**src/rtl/pipe_perf_monitor_if.sv**
```systemverilog
// Writeback/hazard observation inputs, event counters and trace-drain handshake
// bundled for pipe_perf_monitor. master = the monitor, slave = pipeline/consumer side.
interface pipe_perf_monitor_if #(
   parameter int unsigned DATA_W = 32,
   parameter int unsigned REG_W  = 5,
   parameter int unsigned CNT_W  = 32
);
   logic              en;
   logic              clr;
   logic              wb_en;
   logic [REG_W-1:0]  wb_dest;
   logic [DATA_W-1:0] wb_data;
   logic              freeze;
   logic              flush;
   logic              tr_ready;

   logic [CNT_W-1:0]  cyc_cnt;
   logic [CNT_W-1:0]  ret_cnt;
   logic [CNT_W-1:0]  stall_cnt;
   logic [CNT_W-1:0]  flush_cnt;
   logic              tr_valid;
   logic [REG_W-1:0]  tr_dest;
   logic [DATA_W-1:0] tr_data;
   logic [CNT_W-1:0]  tr_cycle;
   logic              tr_ovf;
   logic [CNT_W-1:0]  drop_cnt;

   modport master (
      input  en, clr, wb_en, wb_dest, wb_data, freeze, flush, tr_ready,
      output cyc_cnt, ret_cnt, stall_cnt, flush_cnt,
             tr_valid, tr_dest, tr_data, tr_cycle, tr_ovf, drop_cnt
   );

   modport slave (
      output en, clr, wb_en, wb_dest, wb_data, freeze, flush, tr_ready,
      input  cyc_cnt, ret_cnt, stall_cnt, flush_cnt,
             tr_valid, tr_dest, tr_data, tr_cycle, tr_ovf, drop_cnt
   );
endinterface

```
**src/rtl/pipe_perf_monitor.sv**
```systemverilog
// Pipeline performance counters plus a committed-writeback trace FIFO.
// The trace FIFO, tr_*, tr_ovf and drop_cnt exist only when PERF_TRACE_EN is defined.
module pipe_perf_monitor #(
   parameter int unsigned DATA_W = 32,
   parameter int unsigned REG_W  = 5,
   parameter int unsigned CNT_W  = 32,
   parameter int unsigned DEPTH  = 16
) (
   input  logic                clk_i,
   input  logic                rst_ni,
   pipe_perf_monitor_if.master bus
);

   localparam logic [CNT_W-1:0] CNT_MAX = '1;

   function automatic logic [CNT_W-1:0] sat_inc(input logic [CNT_W-1:0] v, input logic inc);
      return (inc && (v != CNT_MAX)) ? v + CNT_W'(1) : v;
   endfunction

   logic             commit_c;
   logic [CNT_W-1:0] cyc_q, cyc_d, ret_q, ret_d, stall_q, stall_d, flush_q, flush_d;

   assign commit_c = bus.en & bus.wb_en & (bus.wb_dest != '0);

   // Event counters: clear wins, otherwise count only while enabled
   always_comb begin
      cyc_d   = cyc_q;
      ret_d   = ret_q;
      stall_d = stall_q;
      flush_d = flush_q;
      if (bus.clr) begin
         cyc_d   = '0;
         ret_d   = '0;
         stall_d = '0;
         flush_d = '0;
      end else if (bus.en) begin
         cyc_d   = sat_inc(cyc_q, 1'b1);
         ret_d   = sat_inc(ret_q, commit_c);
         stall_d = sat_inc(stall_q, bus.freeze);
         flush_d = sat_inc(flush_q, bus.flush);
      end
   end

   always_ff @(posedge clk_i or negedge rst_ni) begin
      if (!rst_ni) begin
         cyc_q   <= '0;
         ret_q   <= '0;
         stall_q <= '0;
         flush_q <= '0;
      end else begin
         cyc_q   <= cyc_d;
         ret_q   <= ret_d;
         stall_q <= stall_d;
         flush_q <= flush_d;
      end
   end

   assign bus.cyc_cnt   = cyc_q;
   assign bus.ret_cnt   = ret_q;
   assign bus.stall_cnt = stall_q;
   assign bus.flush_cnt = flush_q;

`ifdef PERF_TRACE_EN
   localparam int unsigned AW    = $clog2(DEPTH);
   localparam int unsigned PTR_W = AW + 1;
   localparam int unsigned ENT_W = REG_W + DATA_W + CNT_W;

   logic [ENT_W-1:0] mem_q [DEPTH];
   logic [PTR_W-1:0] wptr_q, wptr_d, rptr_q, rptr_d;
   logic             valid_q, valid_d, ovf_q, ovf_d;
   logic [ENT_W-1:0] head_q, head_d;
   logic [CNT_W-1:0] drop_q, drop_d;
   logic             full_c, pop_c, push_c, drop_ev_c;
   logic [ENT_W-1:0] wr_ent_c;

   assign wr_ent_c  = {bus.wb_dest, bus.wb_data, cyc_q};
   assign full_c    = (wptr_q == (rptr_q ^ PTR_W'(DEPTH)));
   assign pop_c     = valid_q & bus.tr_ready;
   assign push_c    = commit_c & (~full_c | pop_c);
   assign drop_ev_c = commit_c & full_c & ~pop_c;

   // Pointer/flag update; the head register is preloaded with whatever the read pointer lands on
   always_comb begin
      wptr_d  = wptr_q;
      rptr_d  = rptr_q;
      ovf_d   = ovf_q;
      drop_d  = drop_q;
      valid_d = 1'b0;
      head_d  = '0;
      if (!bus.clr) begin
         if (push_c) wptr_d = wptr_q + PTR_W'(1);
         if (pop_c)  rptr_d = rptr_q + PTR_W'(1);
         if (drop_ev_c) begin
            ovf_d  = 1'b1;
            drop_d = sat_inc(drop_q, 1'b1);
         end
         valid_d = (wptr_d != rptr_d);
         if (valid_d) begin
            // Landing on the slot being written this cycle means the head is the incoming event
            head_d = (rptr_d == wptr_q) ? wr_ent_c : mem_q[rptr_d[AW-1:0]];
         end
      end else begin
         wptr_d = '0;
         rptr_d = '0;
         ovf_d  = 1'b0;
         drop_d = '0;
      end
   end

   always_ff @(posedge clk_i or negedge rst_ni) begin
      if (!rst_ni) begin
         wptr_q  <= '0;
         rptr_q  <= '0;
         valid_q <= 1'b0;
         head_q  <= '0;
         ovf_q   <= 1'b0;
         drop_q  <= '0;
      end else begin
         wptr_q  <= wptr_d;
         rptr_q  <= rptr_d;
         valid_q <= valid_d;
         head_q  <= head_d;
         ovf_q   <= ovf_d;
         drop_q  <= drop_d;
      end
   end

   always_ff @(posedge clk_i) begin
      if (push_c && !bus.clr) mem_q[wptr_q[AW-1:0]] <= wr_ent_c;
   end

   assign bus.tr_valid = valid_q;
   assign bus.tr_dest  = head_q[ENT_W-1 -: REG_W];
   assign bus.tr_data  = head_q[CNT_W +: DATA_W];
   assign bus.tr_cycle = head_q[CNT_W-1:0];
   assign bus.tr_ovf   = ovf_q;
   assign bus.drop_cnt = drop_q;
`else
   logic unused_trace;
   assign unused_trace = ^{bus.tr_ready, 32'(DEPTH)};

   assign bus.tr_valid = 1'b0;
   assign bus.tr_dest  = '0;
   assign bus.tr_data  = '0;
   assign bus.tr_cycle = '0;
   assign bus.tr_ovf   = 1'b0;
   assign bus.drop_cnt = '0;
`endif

endmodule

```
**src/flat_wrapper.sv**
```systemverilog
// flat-port wrapper written by rule: the top's interface ports become plain ports
module pipe_perf_monitor_flat 
#(
   parameter int unsigned DATA_W = 32,
   parameter int unsigned REG_W  = 5,
   parameter int unsigned CNT_W  = 32,
   parameter int unsigned DEPTH  = 16
)
  (clk_i, rst_ni, bus_en, bus_clr, bus_wb_en, bus_wb_dest, bus_wb_data, bus_freeze, bus_flush, bus_tr_ready, bus_cyc_cnt, bus_ret_cnt, bus_stall_cnt, bus_flush_cnt, bus_tr_valid, bus_tr_dest, bus_tr_data, bus_tr_cycle, bus_tr_ovf, bus_drop_cnt);
  pipe_perf_monitor_if #(.DATA_W(DATA_W), .REG_W(REG_W), .CNT_W(CNT_W)) bus_i ();
  input  logic clk_i;
  input  logic rst_ni;
  input wire logic [$bits(bus_i.en)-1:0] bus_en;
  input wire logic [$bits(bus_i.clr)-1:0] bus_clr;
  input wire logic [$bits(bus_i.wb_en)-1:0] bus_wb_en;
  input wire logic [$bits(bus_i.wb_dest)-1:0] bus_wb_dest;
  input wire logic [$bits(bus_i.wb_data)-1:0] bus_wb_data;
  input wire logic [$bits(bus_i.freeze)-1:0] bus_freeze;
  input wire logic [$bits(bus_i.flush)-1:0] bus_flush;
  input wire logic [$bits(bus_i.tr_ready)-1:0] bus_tr_ready;
  output wire logic [$bits(bus_i.cyc_cnt)-1:0] bus_cyc_cnt;
  output wire logic [$bits(bus_i.ret_cnt)-1:0] bus_ret_cnt;
  output wire logic [$bits(bus_i.stall_cnt)-1:0] bus_stall_cnt;
  output wire logic [$bits(bus_i.flush_cnt)-1:0] bus_flush_cnt;
  output wire logic [$bits(bus_i.tr_valid)-1:0] bus_tr_valid;
  output wire logic [$bits(bus_i.tr_dest)-1:0] bus_tr_dest;
  output wire logic [$bits(bus_i.tr_data)-1:0] bus_tr_data;
  output wire logic [$bits(bus_i.tr_cycle)-1:0] bus_tr_cycle;
  output wire logic [$bits(bus_i.tr_ovf)-1:0] bus_tr_ovf;
  output wire logic [$bits(bus_i.drop_cnt)-1:0] bus_drop_cnt;
  assign bus_i.en = bus_en;
  assign bus_i.clr = bus_clr;
  assign bus_i.wb_en = bus_wb_en;
  assign bus_i.wb_dest = bus_wb_dest;
  assign bus_i.wb_data = bus_wb_data;
  assign bus_i.freeze = bus_freeze;
  assign bus_i.flush = bus_flush;
  assign bus_i.tr_ready = bus_tr_ready;
  assign bus_cyc_cnt = bus_i.cyc_cnt;
  assign bus_ret_cnt = bus_i.ret_cnt;
  assign bus_stall_cnt = bus_i.stall_cnt;
  assign bus_flush_cnt = bus_i.flush_cnt;
  assign bus_tr_valid = bus_i.tr_valid;
  assign bus_tr_dest = bus_i.tr_dest;
  assign bus_tr_data = bus_i.tr_data;
  assign bus_tr_cycle = bus_i.tr_cycle;
  assign bus_tr_ovf = bus_i.tr_ovf;
  assign bus_drop_cnt = bus_i.drop_cnt;
  pipe_perf_monitor #(.DATA_W(DATA_W), .REG_W(REG_W), .CNT_W(CNT_W), .DEPTH(DEPTH)) u_core (.clk_i(clk_i), .rst_ni(rst_ni), .bus(bus_i));
endmodule
```
**config.mk**
```make
export PLATFORM = sky130hd
export DESIGN_NAME = pipe_perf_monitor_flat
export DESIGN_NICKNAME = d
export VERILOG_FILES = /design/src/rtl/pipe_perf_monitor_if.sv /design/src/rtl/pipe_perf_monitor.sv /design/src/flat_wrapper.sv
export SDC_FILE = /design/constraint.sdc
export NUM_CORES = 1
export LEC_CHECK = 0
export BUFFER_PORTS_ARGS = -buffer_cell sky130_fd_sc_hd__buf_2
export CAP_MARGIN = 20
export CORE_MARGIN = 2
export CORE_UTILIZATION = 45
export DETAILED_ROUTE_END_ITERATION = 16
export GPL_ROUTABILITY_DRIVEN = 0
export PLACE_DENSITY_LB_ADDON = 0.3
export REMOVE_ABC_BUFFERS = 1
export SETUP_SLACK_MARGIN = 0.2
export SLEW_MARGIN = 20
export SYNTH_ARGS = -nofsm -noshare
export SYNTH_HDL_FRONTEND = slang
export SYNTH_SLANG_ARGS = --single-unit
```
**constraint.sdc**
```tcl
create_clock -name clk_i -period 2.5 [get_ports clk_i]
set_clock_uncertainty 0.05 [all_clocks]
set_input_delay 0.25 -clock clk_i [delete_from_list [all_inputs] [get_ports clk_i]]
set_output_delay 0.25 -clock clk_i [all_outputs]
set_load 0.01 [all_outputs]
```
==> results.py <==
metrics = {
    "timing": {
        "timing.setup.tns_ps": 0,
        "post-route-period-util": 0.889,
        "period_minus_slack_ps": 2220,
        "timing.final.hold_violations": 0,
        "drv_slew": 0,
        "tightestPinTransition_ps": 657,
        "relSlewSlack": 0.559,
        "grt_setup_unrepaired": "true",
        "final_setup_violation_count": 0,
        "clock.fmax_mhz": 450,
    },
    "synth": {
        "yosys_register_bits": 128,
        "netlist_area_sq_mm": 0.00806,
        "synthArstFlopShare": 1.00,
        "total_number_of_yosys_warnings": 0,
        "mapped_avg_cell_area_sq_um": 8.88,
        "yosys_most_used_dff": "dfrtp_1",
        "synth_edf_count": 0,
        "syn_inst": 907,
        "post_synth_num_cell_types": 69,
        "ys_seq_area_frac": 0.398,
    },
    "global_routing": {
        "first_global_vias": 6220,
        "grt_pass1_wl_um": 31000,
        "grt.total_usage": 0.204,
        "grt_start_max_net_pins": 55,
        "globalRoute.totalOverflow": 0,
        "antenna_found_initial": 0,
    },
    "place": {
        "dpl-instance-area_sq_mm": 0.00881,
        "port_buffers": 139,
        "detailedPlacementHpwl_um": 14000,
    },
    "die": {
        "die_w_um": 138,
        "placement_rows": 48,
        "floorplan.die.height_um": 138,
        "core_footprint_sq_mm": 0.0174,
        "boundaryPins": 276,
        "die_area_sq_mm": 0.0190,
        "initial_core_util": 0.463,
    },
    "detailed_routing": {
        "detail_route.drc_violations": 0,
        "routed_wire_length_per_instance_um": 15.1,
        "drt_wl_total_um": 19700,
        "via_per_inst": 5.51,
        "postRouteAntennaNets": 0,
        "detail_route.first_pass.iterations": 5,
        "detailroute.via_count": 7206,
        "detailedRoute.firstIterationViolations": 393,
    },
    "finish": {
        "syn_to_final_growth_pct": 18.1,
        "finish.instance_area_sq_mm": 0.00951,
        "antennaDiodeCount": 0,
        "final_layout_size_suffix_gt1_frac": 0.238,
        "layout.nets": 1120,
    },
    "setup_path": {
        "critPathRequiredTime_ps": 2750,
        "critical_path.n_buffers_inverters": 0,
        "timing.critical_path.cells": "ha_2 > nand4_1 > or3_4 > o31a_1 > and3_4 > mux2_4",
        "cp_max_fo": 5,
        "worst_path_largest_cell_delay_ps": 490,
        "end_kind": "register",
        "critPathSlowestCell": "or3_4",
        "largest_delay_share_family_worst_path": "simple AND/OR/NAND/NOR gates",
        "critPathArrivalTime_ps": 2480,
        "critical_path.reg2reg.startpoint": "u_core.bus.stall_cnt[0]",
        "worst_setup_path_start_kind": "register",
        "worstSetupStartpoint": "u_core.bus.stall_cnt[0]",
        "critPathKind": "register to register",
    },
    "clock_network": {
        "cts_made_buffers": 17,
        "htreeDepth": 4,
        "clock_sinks": 128,
        "cts_tree": "done",
        "clkLatencyLatePin_ps": 420,
        "clock-root-buffer": "clkbuf_16",
        "cts.clk_slew.worst_paths_ps": 60,
        "cts-root-to-sink-buffers": 2,
    },
    "pwr": {
        "leakagePower_uw": 0.00428,
        "ir_drop_uv": 457,
        "power-per-cell-area_mw_per_mm2": 520,
    },
    "hold_path": {
        "holdCritPathClass": "input port to register",
        "hold_path.startpoint": "bus_flush",
    },
    "outcome": {
        "run_status": "completed",
    },
    "job": {
        "max-cap-violations": 0,
    },
}
## per-layer routing
metal  vias up  routed length [um]  global-route usage
li1       3454                   -                   -
met1      3503                8920               0.273
met2       218                9250               0.324
met3        31                1280              0.0552
met4         0                 271              0.0595
met5         -                   0                   0
## worst register-to-register path: cells and delay by family (launching register included)
family | cells | cell delay (ps)
multiplexers | 1 | 290
AND/OR/NAND/NOR | 3 | 860
flip-flops | 1 | 410
adder cells (fa/ha/maj) | 1 | 210
AO/OA/AOI/OAI | 1 | 290
## cell type report
cell class	count	area [sq um]
Fill cell	1631	7900
Multi-Input combinational cell	732	4310
Sequential cell	128	3200
Timing Repair Buffer	182	1070
Clock buffer	22	484
Tap cell	225	282
Clock inverter	9	131
Inverter	10	37.5
## state kept, by name, indices dropped and copies added, names as in the netlist
register              count
u_core.bus.cyc_cnt       32
u_core.bus.flush_cnt     32
u_core.bus.ret_cnt       32
u_core.bus.stall_cnt     32
## stage by stage
step	hold WS [ps]	power [uW]	instances	utilization	setup slack, ps
5_1_grt	223	5140	1308	0.546	178
4_1_cts	206	5000	1305	0.542	213
6_report	223	4940	1308	0.546	278
3_3_place_gp	139	2380	1273	0.506	237
2_1_floorplan	-95.6	2240	869	-	-364
3_5_place_dp	142	2380	1273	0.506	208
## cell usage in the layout (no fill, tap or decap), drive strengths merged, types with 3 or more instances in the layout
master,count
xor2,7
and2,8
nand2,58
nor3,19
buf,181
o21ai,47
mux2,17
a21oi,72
or2,4
nor2,74
clkinv,3
a211oi,6
ha,4
xnor2,28
nand3b,3
or4,24
clkinvlp,3
o31ai,20
nand2b,5
inv,10
bufinv,3
dfrtp,128
or3,39
and4,11
a31oi,5
nand4,52
nand3,39
clkbuf,22
nor2b,21
nor4,17
a31o,6
and3,16
conb,103
## final timing paths
kind,cells past startpoint,endpoint,slack [ps]
max,6,u_core.bus.stall_cnt[10],280
min,5,u_core.bus.flush_cnt[6],220
max reg2reg,6,u_core.bus.stall_cnt[10],280
min reg2reg,2,u_core.bus.cyc_cnt[18],520
max in group asynchronous,3,u_core.bus.stall_cnt[27],1400
min in group asynchronous,2,u_core.bus.ret_cnt[29],240
## kinds of logic after synthesis
family,count (synthesis),synth area share
simple gates,394,0.273
xor+xnor,35,0.0381
compound gates,176,0.134
flops,128,0.398
mux,19,0.0272
fa+ha+maj,4,0.00621
other cells,1,0.000466
buf+inv,150,0.123
## where the power goes
group,switching [uW],internal [uW],total [uW]
Combinational,202,55.1,257
Clock,928,1670,2590
Sequential,11.3,2080,2090
Total,1140,3800,4940
## synthesized netlist by cell type (all sizes together) (8+ instances only)
cell / number / area share
nor3: 19 / 0.013
a21oi: 72 / 0.045
inv: 10 / 0.0047
and3: 16 / 0.013
nor2b: 21 / 0.016
nor2: 74 / 0.034
nand3: 39 / 0.025
o31ai: 20 / 0.020
o21ai: 47 / 0.030
buf: 119 / 0.11
clkbuf: 21 / 0.0099
dfrtp: 128 / 0.40
or3: 39 / 0.030
nor4: 17 / 0.016
and4: 11 / 0.012
nand4: 52 / 0.042
xnor2: 28 / 0.030
mux2: 17 / 0.025
and2: 8 / 0.0062
nand2: 58 / 0.027
or4: 24 / 0.023
## repair_timing
item | in CTS | in global routing
pin swaps | 0 | 3
endpoints found under the hold margin | 23 | 0
hold buffers | 1 | 0
cloned | 0 | 1
endpoints found under the setup margin | 2 | 37
buffers inserted | 0 | 2
gates resized for setup | 1 | 11
No activity file was read; power rests on OpenSTA's default activity.
